**src/rtl/mult_shift_8bits.sv**
```systemverilog
// mult_shift_8bits: sequential shift-and-add unsigned multiplier.
// One multiplier bit is retired per clock. The block captures its operands
// after reset and again whenever either operand changes, and raises the
// level `ready` once RESULT holds the product of the latched operands.
//
// Optional build macro: MULT_SHIFT_EARLY_EXIT_EN
//   defined   -> SHIFT ends as soon as the shifted multiplier is zero
//                (at least one SHIFT cycle always occurs)
//   undefined -> always exactly WIDTH SHIFT cycles
//
// Ports:
//   CLK     rising-edge clock
//   RESET   synchronous, active-high reset
//   M1      multiplicand, unsigned [WIDTH-1:0]
//   M2      multiplier, unsigned [WIDTH-1:0]
//   RESULT  product register [2*WIDTH-1:0]
//   ready   high while RESULT holds M1q*M2q
module mult_shift_8bits #(
  parameter int unsigned WIDTH = 8
) (
  input  logic               CLK,
  input  logic               RESET,
  input  logic [WIDTH-1:0]   M1,
  input  logic [WIDTH-1:0]   M2,
  output logic [2*WIDTH-1:0] RESULT,
  output logic               ready
);

  localparam int unsigned RW = 2 * WIDTH;
  localparam int unsigned CW = (WIDTH > 1) ? $clog2(WIDTH) : 1;
  localparam logic [CW-1:0] CNT_LAST = CW'(WIDTH - 1);

  typedef enum logic [1:0] {
    LOAD  = 2'd0,
    SHIFT = 2'd1,
    DONE  = 2'd2
  } state_t;

  state_t state_q, state_nxt;

  logic [RW-1:0]    a_q, a_nxt;
  logic [WIDTH-1:0] b_q, b_nxt;
  logic [RW-1:0]    p_q, p_nxt;
  logic [CW-1:0]    cnt_q, cnt_nxt;
  logic [WIDTH-1:0] m1_q, m1_nxt;
  logic [WIDTH-1:0] m2_q, m2_nxt;
  logic [RW-1:0]    result_nxt;
  logic             ready_nxt;

  logic             changed_c;
  logic [RW-1:0]    sum_c;
  logic [WIDTH-1:0] b_shift_c;
  logic             last_c;

  // Case inequality so undriven operands do not trigger a restart.
  assign changed_c = (M1 !== m1_q) || (M2 !== m2_q);
  assign sum_c     = p_q + (b_q[0] ? a_q : RW'(0));
  assign b_shift_c = b_q >> 1;

`ifdef MULT_SHIFT_EARLY_EXIT_EN
  assign last_c = (b_shift_c == '0) || (cnt_q == CNT_LAST);
`else
  assign last_c = (cnt_q == CNT_LAST);
`endif

  // State register.
  always_ff @(posedge CLK) begin
    if (RESET) state_q <= LOAD;
    else       state_q <= state_nxt;
  end

  // Next-state logic; an operand change abandons any in-flight work.
  always_comb begin
    state_nxt = state_q;
    unique case (state_q)
      LOAD:    state_nxt = SHIFT;
      SHIFT: begin
        if (changed_c)   state_nxt = LOAD;
        else if (last_c) state_nxt = DONE;
      end
      DONE: begin
        if (changed_c)   state_nxt = LOAD;
      end
      default: state_nxt = LOAD;
    endcase
  end

  // Datapath / output next values.
  always_comb begin
    a_nxt      = a_q;
    b_nxt      = b_q;
    p_nxt      = p_q;
    cnt_nxt    = cnt_q;
    m1_nxt     = m1_q;
    m2_nxt     = m2_q;
    result_nxt = RESULT;
    ready_nxt  = ready;
    unique case (state_q)
      LOAD: begin
        a_nxt     = RW'(M1);
        b_nxt     = M2;
        p_nxt     = '0;
        cnt_nxt   = '0;
        m1_nxt    = M1;
        m2_nxt    = M2;
        ready_nxt = 1'b0;
      end
      SHIFT: begin
        if (changed_c) begin
          ready_nxt = 1'b0;
        end else begin
          p_nxt   = sum_c;
          a_nxt   = a_q << 1;
          b_nxt   = b_shift_c;
          cnt_nxt = CW'(cnt_q + 1'b1);
          if (last_c) begin
            result_nxt = sum_c;
            ready_nxt  = 1'b1;
          end
        end
      end
      DONE: begin
        if (changed_c) ready_nxt = 1'b0;
      end
      default: ready_nxt = 1'b0;
    endcase
  end

  // Datapath / output registers.
  always_ff @(posedge CLK) begin
    if (RESET) begin
      a_q    <= '0;
      b_q    <= '0;
      p_q    <= '0;
      cnt_q  <= '0;
      m1_q   <= '0;
      m2_q   <= '0;
      RESULT <= '0;
      ready  <= 1'b0;
    end else begin
      a_q    <= a_nxt;
      b_q    <= b_nxt;
      p_q    <= p_nxt;
      cnt_q  <= cnt_nxt;
      m1_q   <= m1_nxt;
      m2_q   <= m2_nxt;
      RESULT <= result_nxt;
      ready  <= ready_nxt;
    end
  end

endmodule

```
**config.mk**
```make
export PLATFORM = sky130hd
export DESIGN_NAME = mult_shift_8bits
export DESIGN_NICKNAME = d
export VERILOG_FILES = /design/src/rtl/mult_shift_8bits.sv
export SDC_FILE = /design/constraint.sdc
export NUM_CORES = 1
export LEC_CHECK = 0
export ABC_CLOCK_PERIOD_IN_PS = 2480
export BUFFER_PORTS_ARGS = -buffer_cell sky130_fd_sc_hd__buf_4
export CAP_MARGIN = 15
export CORE_ASPECT_RATIO = 0.7
export CORE_MARGIN = 2
export CORE_UTILIZATION = 53
export CTS_CLUSTER_DIAMETER = 50
export DETAILED_ROUTE_END_ITERATION = 8
export GPL_TIMING_DRIVEN = 0
export PLACE_DENSITY = 0.75
export SLEW_MARGIN = 0
export SYNTH_ARGS = -nofsm -noshare
export SYNTH_HDL_FRONTEND = slang
export SYNTH_SLANG_ARGS = --single-unit
```
**constraint.sdc**
```tcl
create_clock -name CLK -period 2.48 [get_ports CLK]
set_input_delay 0.124 -clock CLK [delete_from_list [all_inputs] [get_ports CLK]]
set_output_delay 0.124 -clock CLK [all_outputs]
set_load 0.01 [all_outputs]
```
Word level (Yosys, flattened, before mapping)
Index checks and enable logic that the tools add are counted.
{ "totals": {"output_inout_bits": 17, "elab_cells": 43, "in_bits": 18, "regBits": 78} }
{ "classes": {"n_reduce_logical": 6, "eq_ne": 8, "addsub": 2, "muxes": 17, "n_bitwise": 1} }
{ "ops": {"columns": ["operator", "n"], "rows": [
  ["16-bit one-hot mux with 2 select lines", 2],
  ["16-bit two-way mux", 3],
  ["16-bit adder", 1],
  ["8-bit !== test", 2],
  ["8-bit one-hot mux with 2 select lines", 1],
  ["8-bit two-way mux", 1],
  ["2-bit two-way mux", 3],
  ["2-bit one-hot mux with 3 select lines", 1],
  ["3-bit one-hot mux with 2 select lines", 1],
  ["2-bit != test (second input constant)", 2],
  ["2-bit AND reduction", 2],
  ["3-bit by 1-bit adder with 3-bit output (second input constant)", 1],
  ["3-bit == test (second input constant)", 1],
  ["1-bit two-way mux", 3],
  ["3-bit two-way mux", 1],
  ["3-bit != test (second input constant)", 1],
  ["3-bit AND reduction", 1],
  ["2-bit by 1-bit == test with 1-bit output (second input constant)", 1],
  ["2-bit == test (second input constant)", 1],
  ["2-bit zero test", 1],
  ["1-bit one-hot mux with 2 select lines", 1],
  ["2-bit nonzero test", 1],
  ["1-bit logical OR", 1],
  ["1-bit NOT", 1]
]} }

Longest topological paths before layout
Gate-level depths: netlist of the first run.
{ "depth": {"depth_word": 4, "ltp_mapped": 10, "ltp_nobuf": 9} }

Least setup slack after synthesis of the first run
Ideal clock, no wire load.
{ "synth_path": {"kind": "register to register", "startpoint": "reg b_q[0]", "endpoint": "reg RESULT[14]", "setup_slack_ns": -0.041, "arrival_ns": 2.399, "path_stages_with_launch": 10, "required_ns": 2.358, "path_cell_list": "dfxtp_1 > and2_1 > ha_1 > fa_1 > a211oi_1 > o21bai_1 > and3b_1 > o21ai_0 > a2111oi_2 > a311o_1"} }
{ "synth_between": {"elab_chain_cells": 2} }
{ "synth_lines": {"columns": ["element", "line", "rtl"], "rows": [
  ["start, declared", "42", "logic [WIDTH-1:0] b_q, b_nxt;"],
  ["start signal, assigned", "142", "b_q <= b_nxt;"],
  ["16-bit two-way mux", "57", "assign sum_c = p_q + (b_q[0] ? a_q : RW'(0));"],
  ["16-bit adder", "57", null],
  ["end signal, assigned", "147", "RESULT <= result_nxt;"],
  ["end, declared", "25", "output logic [2*WIDTH-1:0] RESULT,"]
]} }
No other way between the ends.
A chain may end at the register's enable or synchronous reset.

Worst setup path after layout of the first run
{ "layout_path": {"startpoint": "reg b_q[0]", "endpoint": "reg p_q[13]"} }
{ "layout_between": {"elab_chain_cells": 4} }
{ "layout_lines": {"columns": ["element", "line", "rtl"], "rows": [
  ["16-bit two-way mux", "57", null],
  ["16-bit adder", "57", null],
  ["16-bit two-way mux", "109", "if (changed_c) begin"],
  ["16-bit one-hot mux with 2 select lines", "98", "unique case (state_q)"],
  ["end signal, assigned", "143", "p_q <= p_nxt;"],
  ["end, declared", "43", "logic [RW-1:0] p_q, p_nxt;"]
]} }
No other way between the ends. The select of a mux whose other input is x is not followed.

==> results of run 1 <==
-- Yosys cell counts (2+ instances only) --
| master | number | area (um2) |
|---|---|---|
| a21o_1 | 12 | 90.1 |
| nand3b_1 | 2 | 15.0 |
| nor2_1 | 28 | 105 |
| nand4_1 | 13 | 81.3 |
| nand2_1 | 66 | 248 |
| o211ai_1 | 3 | 22.5 |
| nand2b_1 | 2 | 12.5 |
| nor3b_1 | 3 | 22.5 |
| or2_2 | 2 | 12.5 |
| a22o_1 | 20 | 175 |
| mux2i_1 | 14 | 140 |
| dfxtp_1 | 77 | 1540 |
| inv_1 | 3 | 11.3 |
| o21ai_0 | 8 | 40.0 |
| clkbuf_1 | 18 | 67.6 |
| nor3_1 | 4 | 20.0 |
| buf_2 | 5 | 25.0 |
| a211oi_1 | 16 | 120 |
| xnor2_1 | 23 | 201 |
| xor2_1 | 3 | 26.3 |
| or3_1 | 3 | 18.8 |
| a2111o_1 | 2 | 22.5 |
| nand3_1 | 11 | 55.1 |
| and3_1 | 2 | 12.5 |
| a211o_1 | 3 | 26.3 |
| ha_1 | 17 | 213 |
| a21oi_1 | 45 | 225 |
| nor2b_1 | 2 | 12.5 |
| o21bai_1 | 2 | 15.0 |
| and2_1 | 15 | 93.8 |
-- registers in the layout (all words and copies together), names as in the netlist --
signal	cells
RESULT	16
a_q	16
m1_q	8
p_q	16
m2_q	8
cnt_q	3
state_q	2
b_q	8
-- cells by family (layout without fill, tap and decap cells) --
kind of cell    Yosys count  count (layout)  synth area share, %
compound gates          120             120                 21.5
mux                      14              14                 3.66
xor+xnor                 26              26                 5.95
flops                    77              77                 40.3
fa+ha+maj                18              18                 6.08
simple gates            157             157                 19.5
buf+inv                  28              80                 3.11
-- stage by stage --
| stage | TNS [ns] | worst slack [ns] |
|---|---|---|
| 2_1_floorplan | 0 | 0.0702 |
| 3_3_place_gp | -2.01 | -0.361 |
| 3_5_place_dp | -1.96 | -0.312 |
| 4_1_cts | -0.0344 | -0.0344 |
| 5_1_grt | -0.00887 | -0.00842 |
| 6_report | 0 | 0.0711 |
-- worst reg2reg max path: stages (launching register included) --
cell      delay, ns
dfxtp_4        0.37
buf_6          0.13
and2_1         0.15
ha_2           0.40
and3_1         0.22
nand4_1        0.15
a21oi_2        0.23
o211ai_1       0.19
buf_4          0.20
a211o_1        0.24
nand3_1        0.07
-- routing by layer --
| layer | wire length (um) | global-route usage, % | vias to the layer above | part of all wire, % |
|---|---|---|---|---|
| li1 | - | - | 1669 | - |
| met1 | 4970 | 37.9 | 1616 | 50 |
| met2 | 4140 | 36.7 | 127 | 42 |
| met3 | 785 | 6.84 | 4 | 7.9 |
| met4 | 53 | 8.04 | 0 | 0.53 |
| met5 | 0 | 0 | - | 0 |
-- power breakdown --
group,switching [uW],internal (uW),total [uW]
logic,142,100,242
clock network,476,696,1170
registers,29.0,1280,1310
total,647,2070,2720
-- worst max-delay path by stage --
stage                             to  slack (ns)  cells past startpoint
after CTS                    p_q[15]       -0.03                      9
after global placement    RESULT[14]       -0.36                      9
final                        p_q[13]        0.07                     10
after detailed placement  RESULT[15]       -0.31                      9
after global routing         p_q[13]      -0.008                     10
after floorplan           RESULT[14]        0.07                      9
-- timing repair --
action                                  CTS  global route
pin swaps                                 3             9
hold buffers                              0             0
setup buffers                             2             2
gates resized for setup                  13            24
endpoints found under the setup margin   20            32
-- area by class of cell --
cell class	count	share of cell area, %
Clock inverter	6	2.38
Tap cell	94	2.57
Inverter	3	0.246
Clock buffer	10	3.01
Sequential cell	77	33.8
Timing Repair Buffer	38	6.23
Multi-Input combinational cell	335	49.3
Buffer	23	2.49
==> impl_metrics.yaml, run 1 <==
clock_network:
  clk_path_buf_depth: 2
  insertion_delay_ns: 0.36
  cts.sinks: 77
  htreeDepth: 3
  cts_buffers: 9
  clkSlewWorstSetupHoldPaths_ns: 0.08
  clock-root-buffer: "clkbuf_8"
  cts_tree: "built"
power_and_ir_drop:
  fin_total_pwr_uw: 2720
  ir_drop_mv: 0.361
  p_leak_uw: 0.00198
  power_density_mw_per_mm2: 594
critical_path:
  path_max_fanout: 10
  r2r.worst_path.cells: 10
  startpoint_type: "flop"
  cpPeakStageDelay_ns: 0.40
  arrival_ns: 2.71
  crit_chain: "buf_6, and2_1, ha_2, and3_1, nand4_1, a21oi_2, o211ai_1, buf_4, a211o_1, nand3_1"
  path_buf_inv: 2
  endpoint_kind: "flop"
  timing.rr.start: "b_q[0]"
  cp_data_required_time_ns: 2.78
  slowest_stage: "ha_2"
  reg2reg_to: "p_q[13]"
  r2r_slack_ns: 0.07
  worstSetupPathType: "flop to flop"
  startpoint: "b_q[0]"
  crit_family: "compound AO/OA/AOI/OAI gates"
detailed_routing:
  drc_errors: 0
  wl_per_cell_um: 17.0
  vias: 3416
  dr.pass1.iters: 5
  finalWirelength_mm: 9.94
  viasPerCell: 5.83
  drt_iter0_markers: 169
  antenna_left: 0
die:
  rows: 25
  dieArea_mm2: 0.00793
  start_util_pct: 55.6
  dieWidth_um: 106
  core-area_mm2: 0.00688
  die_y_um: 75.1
  boundaryPins: 35
sta:
  finClkSkew_ns: 0.00898
  slew_violations: 0
  slew_headroom_pct: 48.0
  tightest_slew_ns: 0.780
  period_share_pct: 97.1
  setup_violations: 0
  final.min_clock_period_ns: 2.41
  fin_hold_ws_ns: 0.0161
  hold_violations: 0
  fmax_mhz: 415
cells_and_area:
  final_cell_mix: "dfxtp_1 (76), nand2_1 (66), a21oi_1 (38), buf_4 (38), nor2_1 (27)"
  post-route-util_pct: 66.5
  final_area_mm2: 0.00458
  layout_commonest_cell: "dfxtp_1"
  drive_above_1_share_pct: 18.3
  areaGrowthSynthToFinish_pct: 19.6
  n_antenna_cell: 0
  register_area_mm2: 0.00155
  stdcell_count: 586
  num-fill-cells: 585
  multiInputGateArea_mm2: 0.00226
  nets: 523
worst_hold_path:
  holdPathEnd: "a_q[0]"
  worstHoldPathCells: 2
  min_path_type: "input pin to flop"
  hold_start: "M1[0]"
grt:
  grt_max_degree: 14
  grt_antenna_before_repair: 0
  grt_pass1_vias: 3125
  grt_util_all_layers_pct: 25.7
  grt_first_pass_wirelength_mm: 15.6
  grt-ovfl-total: 0
flow_run:
  cap_viol_max_count: 0
synth:
  netlist_instances: 440
  syn_area_per_cell_um2: 8.70
  synth_fp_nets: 476
  ys_seq_area_share_pct: 40.3
  synthesis.area_mm2: 0.00383
  yosys_register_bits: 77
  async_flop_share_pct: 0
  synth_edf_count: 0
  yosysUniqueCellTypes: 46
  yosys_warnings: 0
  synth_ff_type: "dfxtp_1"
placed_design:
  hpwl_mm: 7.15
  dp_cells: 568
  port_buffers: 34
  place_congestion: 0.912
  dpl_cell_area_mm2: 0.00420
outcome:
  run_status: "complete, no violations"
Note: power is estimated with default switching activity, not from simulation.
==> run 2: changes to the inputs <==
--- a/config.mk
+++ b/config.mk
@@ -15,6 +15,7 @@
 export DETAILED_ROUTE_END_ITERATION = 8
 export GPL_TIMING_DRIVEN = 0
 export PLACE_DENSITY = 0.75
+export REMOVE_ABC_BUFFERS = 1
 export SLEW_MARGIN = 0
 export SYNTH_ARGS = -nofsm -noshare
 export SYNTH_HDL_FRONTEND = slang
==> impl_metrics.yaml, run 2 (same netlist as run 1, synthesis figures left out) <==
critical_path:
  cp_data_required_time_ns: 2.73
  r2r.worst_path.cells: 9
  startpoint_type: "flop"
  arrival_ns: 2.68
  path_max_fanout: 12
  endpoint_kind: "flop"
  reg2reg_to: "RESULT[14]"
  r2r_slack_ns: 0.05
  timing.rr.start: "b_q[0]"
  worstSetupPathType: "flop to flop"
clock_network:
  cts_tree: "built"
  clkSlewWorstSetupHoldPaths_ns: 0.09
  insertion_delay_ns: 0.36
  cts_buffers: 9
  htreeDepth: 3
  clk_path_buf_depth: 2
  clock-root-buffer: "clkbuf_8"
  cts.sinks: 77
placed_design:
  hpwl_mm: 6.16
  place_congestion: 0.874
  dp_cells: 547
  port_buffers: 34
grt:
  grt_use_met1_pct: 32.0
  grt_util_all_layers_pct: 23.3
  grt_pass1_vias: 2982
  top_usage_layer: "met2"
  grt-ovfl-total: 0
  grt_antenna_before_repair: 0
  grtUsageMet3_pct: 6.75
  grt_max_degree: 61
  grtUsageMet2_pct: 36.4
  grt_first_pass_wirelength_mm: 14.5
detailed_routing:
  wl_per_cell_um: 16.2
  drc_errors: 0
  finalWirelength_mm: 9.22
  dr.pass1.iters: 4
  vias: 3326
  drt_iter0_markers: 169
  antenna_left: 0
  viasPerCell: 5.84
cells_and_area:
  top_regs: "RESULT x16, a_q x16, p_q x16"
  nets: 508
  final_cell_mix: "dfxtp_1 (76), nand2_1 (66), a21oi_1 (40), buf_4 (40), nor2_1 (27)"
  n_antenna_cell: 0
  areaGrowthSynthToFinish_pct: 18.8
  stdcell_count: 570
  drive_above_1_share_pct: 17.2
  post-route-util_pct: 66.1
  layout_commonest_cell: "dfxtp_1"
  num-fill-cells: 596
power_and_ir_drop:
  p_seq_share_pct: 48.6
  p_int_uw: 2040
  fin_total_pwr_uw: 2690
  power_density_mw_per_mm2: 592
  switchingPower_uw: 646
  switching_share_pct: 24.0
  p_leak_uw: 0.00197
  ir_drop_mv: 0.312
  clkPwrFrac_pct: 42.7
  p_comb_share_pct: 8.7
sta:
  finClkSkew_ns: 0.00846
  final.min_clock_period_ns: 2.43
  rsz0062_at_grt: "true"
  fin_hold_ws_ns: 0.0278
  setup_violations: 0
  tightest_slew_ns: 0.996
  hold_violations: 0
  setup_tns_ns: 0
  fmax_mhz: 412
  slew_violations: 0
  period_share_pct: 98.0
  slew_headroom_pct: 33.5
die:
  rows: 25
  core-area_mm2: 0.00688
  boundaryPins: 35
  die_y_um: 75.1
  dieWidth_um: 106
  dieArea_mm2: 0.00793
  start_util_pct: 55.6
worst_hold_path:
  min_path_type: "input pin to flop"
  holdPathEnd: "m1_q[2]"
  worstHoldPathCells: 3
  hold_start: "M1[2]"
flow_run:
  cap_viol_max_count: 0
outcome:
  run_status: "complete, no violations"
## run 2: changes by cell type in the layout (fill, tap and decap cells not counted), moves of 2 or more
cell	previous run	this run
a21oi_1	38	40
a21oi_2	7	4
buf_2	4	0
buf_4	38	40
buf_8	0	2
clkbuf_1	12	0
clkbuf_2	3	0
clkinv_4	0	2
ha_2	4	2
## run 2: worst max-delay path: stages, from the launching register on
cell       delay (ns)
dfxtp_4          0.38
and2_1           0.17
ha_2             0.19
fa_2             0.39
a211oi_2         0.23
o21bai_2         0.12
and3b_2          0.27
o21ai_4          0.16
a2111oi_2        0.08
a311o_1          0.33
## run 2: worst max path at each step
stage	start	end	slack [ns]	cells past startpoint
2_1_floorplan	m1_q[2]	p_q[13]	-0.21	6
3_3_place_gp	m1_q[2]	p_q[12]	-1.38	6
3_5_place_dp	b_q[0]	RESULT[14]	-0.54	9
4_1_cts	b_q[0]	RESULT[14]	-0.01	9
5_1_grt	b_q[0]	RESULT[10]	-0.08	9
6_report	b_q[0]	RESULT[14]	0.05	9
## run 2: through the flow
step	setup slack [ns]	cell area [um2]
floorplan	-0.207	3720
global placement	-1.38	4090
detailed placement	-0.543	4160
CTS	-0.0143	4430
global route	-0.0752	4550
finish	0.0506	4550
## run 2: power by group through the flow
stage	sequential, uW	clock (uW)	combinational [uW]
final	1310	1150	234
after global routing	1310	1210	254
after CTS	1310	1160	218
after detailed placement	1340	0	215
after global placement	1330	0	201
after floorplan	1330	0	130
## run 2: final cells by class
class | instances | area (um2) | area share (%)
clock inverters | 6 | 113 | 2.48
well taps | 94 | 118 | 2.59
clock buffers | 9 | 124 | 2.72
flip-flops and latches | 77 | 1550 | 34.0
multi-input cells | 335 | 2260 | 49.8
inverters | 3 | 11.3 | 0.248
repair buffers | 46 | 374 | 8.23
## run 2: layer usage
layer	vias to the layer above	wire [um]
met5	-	0
met4	0	72
met3	8	447
met2	72	4330
met1	1605	4370
li1	1641	-
## run 2: what timing repair did
action	in CTS	in global routing
endpoints found under the hold margin	0	1
pin swaps	2	5
endpoints found under the setup margin	22	24
gates resized for setup	10	12
hold buffers	0	1
setup buffers	1	5
==> run 3: changes to the inputs <==
--- a/config.mk
+++ b/config.mk
@@ -10,13 +10,12 @@
 export CAP_MARGIN = 15
 export CORE_ASPECT_RATIO = 0.7
 export CORE_MARGIN = 2
-export CORE_UTILIZATION = 53
+export CORE_UTILIZATION = 45
 export CTS_CLUSTER_DIAMETER = 50
 export DETAILED_ROUTE_END_ITERATION = 8
 export GPL_TIMING_DRIVEN = 0
-export PLACE_DENSITY = 0.75
-export REMOVE_ABC_BUFFERS = 1
-export SLEW_MARGIN = 0
+export PLACE_DENSITY = 0.66
+export SLEW_MARGIN = 20
 export SYNTH_ARGS = -nofsm -noshare
 export SYNTH_HDL_FRONTEND = slang
 export SYNTH_SLANG_ARGS = --single-unit
==> impl_metrics.yaml, run 3 (same netlist as run 1, synthesis figures left out) <==
sta:
  fmax_mhz: 408
  tightest_slew_ns: 0.749
  period_share_pct: 98.9
  slew_headroom_pct: 50.1
  hold_violations: 0
  fin_hold_ws_ns: 0.0289
  slew_violations: 0
  setup_violations: 0
  rsz0062_at_grt: "true"
  finClkSkew_ns: 0.00344
  timing.final.ws_setup_ns: 0.0275
  final.min_clock_period_ns: 2.45
power_and_ir_drop:
  p_comb_share_pct: 8.7
  switching_share_pct: 23.8
  switchingPower_uw: 654
  clkPwrFrac_pct: 43.8
  p_seq_share_pct: 47.5
  power_density_mw_per_mm2: 589
  p_leak_uw: 0.00197
  p_int_uw: 2100
  ir_drop_mv: 0.342
worst_hold_path:
  hold_start: "M1[0]"
  min_path_type: "input pin to flop"
clock_network:
  clk_path_buf_depth: 2
  cts_hold_buf: 0
  cts_buffers: 9
  cts_tree: "built"
  cts.sinks: 77
  clock-root-buffer: "clkbuf_16"
  insertion_delay_ns: 0.34
  htreeDepth: 3
  clkSlewWorstSetupHoldPaths_ns: 0.06
die:
  dieArea_mm2: 0.00927
  die_y_um: 81.2
  dieWidth_um: 114
  start_util_pct: 45.9
  boundaryPins: 35
  rows: 28
  core-area_mm2: 0.00834
cells_and_area:
  n_antenna_cell: 0
  final_cell_mix: "dfxtp_1 (76), nand2_1 (65), buf_4 (39)"
  layout_commonest_cell: "dfxtp_1"
  nets: 523
  areaGrowthSynthToFinish_pct: 22.2
  top_regs: "RESULT x16, a_q x16, p_q x16"
  post-route-util_pct: 56.1
  drive_above_1_share_pct: 18.0
critical_path:
  startpoint: "m1_q[2]"
  cp_data_required_time_ns: 2.68
  startpoint_type: "flop"
  endpoint_kind: "flop"
  path_max_fanout: 10
  arrival_ns: 2.66
  timing.rr.start: "m1_q[2]"
  worstSetupPathType: "flop to flop"
  r2r_slack_ns: 0.03
detailed_routing:
  dr.pass1.iters: 4
  drc_errors: 0
  viasPerCell: 5.61
  vias: 3339
  antenna_left: 0
  drt_iter0_markers: 192
  finalWirelength_mm: 10.0
  wl_per_cell_um: 16.8
grt:
  grt_first_pass_wirelength_mm: 15.4
  grt_antenna_before_repair: 0
  grt_pass1_vias: 3056
  grt_max_degree: 12
  grt-ovfl-total: 0
  grt_util_all_layers_pct: 22.1
placed_design:
  port_buffers: 34
  place_congestion: 0.873
  place_ws_ns: -0.344
  hpwl_mm: 7.28
flow_run:
  cap_viol_max_count: 0
outcome:
  run_status: "complete, no violations"
## run 3: power by group through the flow
| stage | combinational, uW | clock, uW | sequential (uW) |
|---|---|---|---|
| 2_1_floorplan | 150 | 0 | 1330 |
| 6_report | 239 | 1210 | 1310 |
| 4_1_cts | 232 | 1230 | 1310 |
| 3_5_place_dp | 230 | 0 | 1330 |
| 3_3_place_gp | 224 | 0 | 1330 |
| 5_1_grt | 261 | 1290 | 1310 |
## run 3: final cells by class
type	count	area [um2]
Buffer	23	105
Clock buffer	13	260
Clock inverter	1	7.51
Fill cell	764	3660
Inverter	3	11.3
Multi-Input combinational cell	335	2330
Sequential cell	77	1550
Tap cell	105	131
Timing Repair Buffer	38	285
## run 3: repair_timing
action	CTS	global route
resized for setup	17	19
cloned	0	0
endpoints found under the setup margin	31	25
pin swaps	4	10
hold endpoints to repair	0	0
buffers inserted	0	4
## run 3: path summary, 6_finish.rpt
check,to,depth (start not counted)
hold / removal,a_q[0],2
hold reg to reg,p_q[12],2
setup / recovery,RESULT[2],8
setup reg to reg,RESULT[2],8
## run 3: worst max-delay path, cell delays in order (launching register included)
cell	delay, ns
dfxtp_1	0.32
xnor2_1	0.31
nand4_1	0.17
or4_4	0.62
or2_1	0.26
buf_6	0.16
clkbuf_2	0.23
nor2_1	0.18
nor3_1	0.06
## run 3: metrics by stage
stage / std cells / total power (uW) / setup TNS (ns) / instance area (um2)
after floorplan: 440 / 1480 / 0 / 3830
after global placement: 579 / 1560 / -1.85 / 4210
after detailed placement: 579 / 1560 / -2.41 / 4210
after CTS: 592 / 2770 / -0.0330 / 4540
after global routing: 595 / 2860 / -0.121 / 4670
final: 595 / 2750 / 0 / 4670
## run 3: routing by layer
metal	share of wire, %	routed length (um)	vias to the layer above	GRT usage, %
met5	0	0	-	0
met3	6.8	685	11	6.79
met2	42	4250	81	32.3
met4	1.1	112	0	4.76
li1	-	-	1671	-
met1	50	4960	1576	32.0
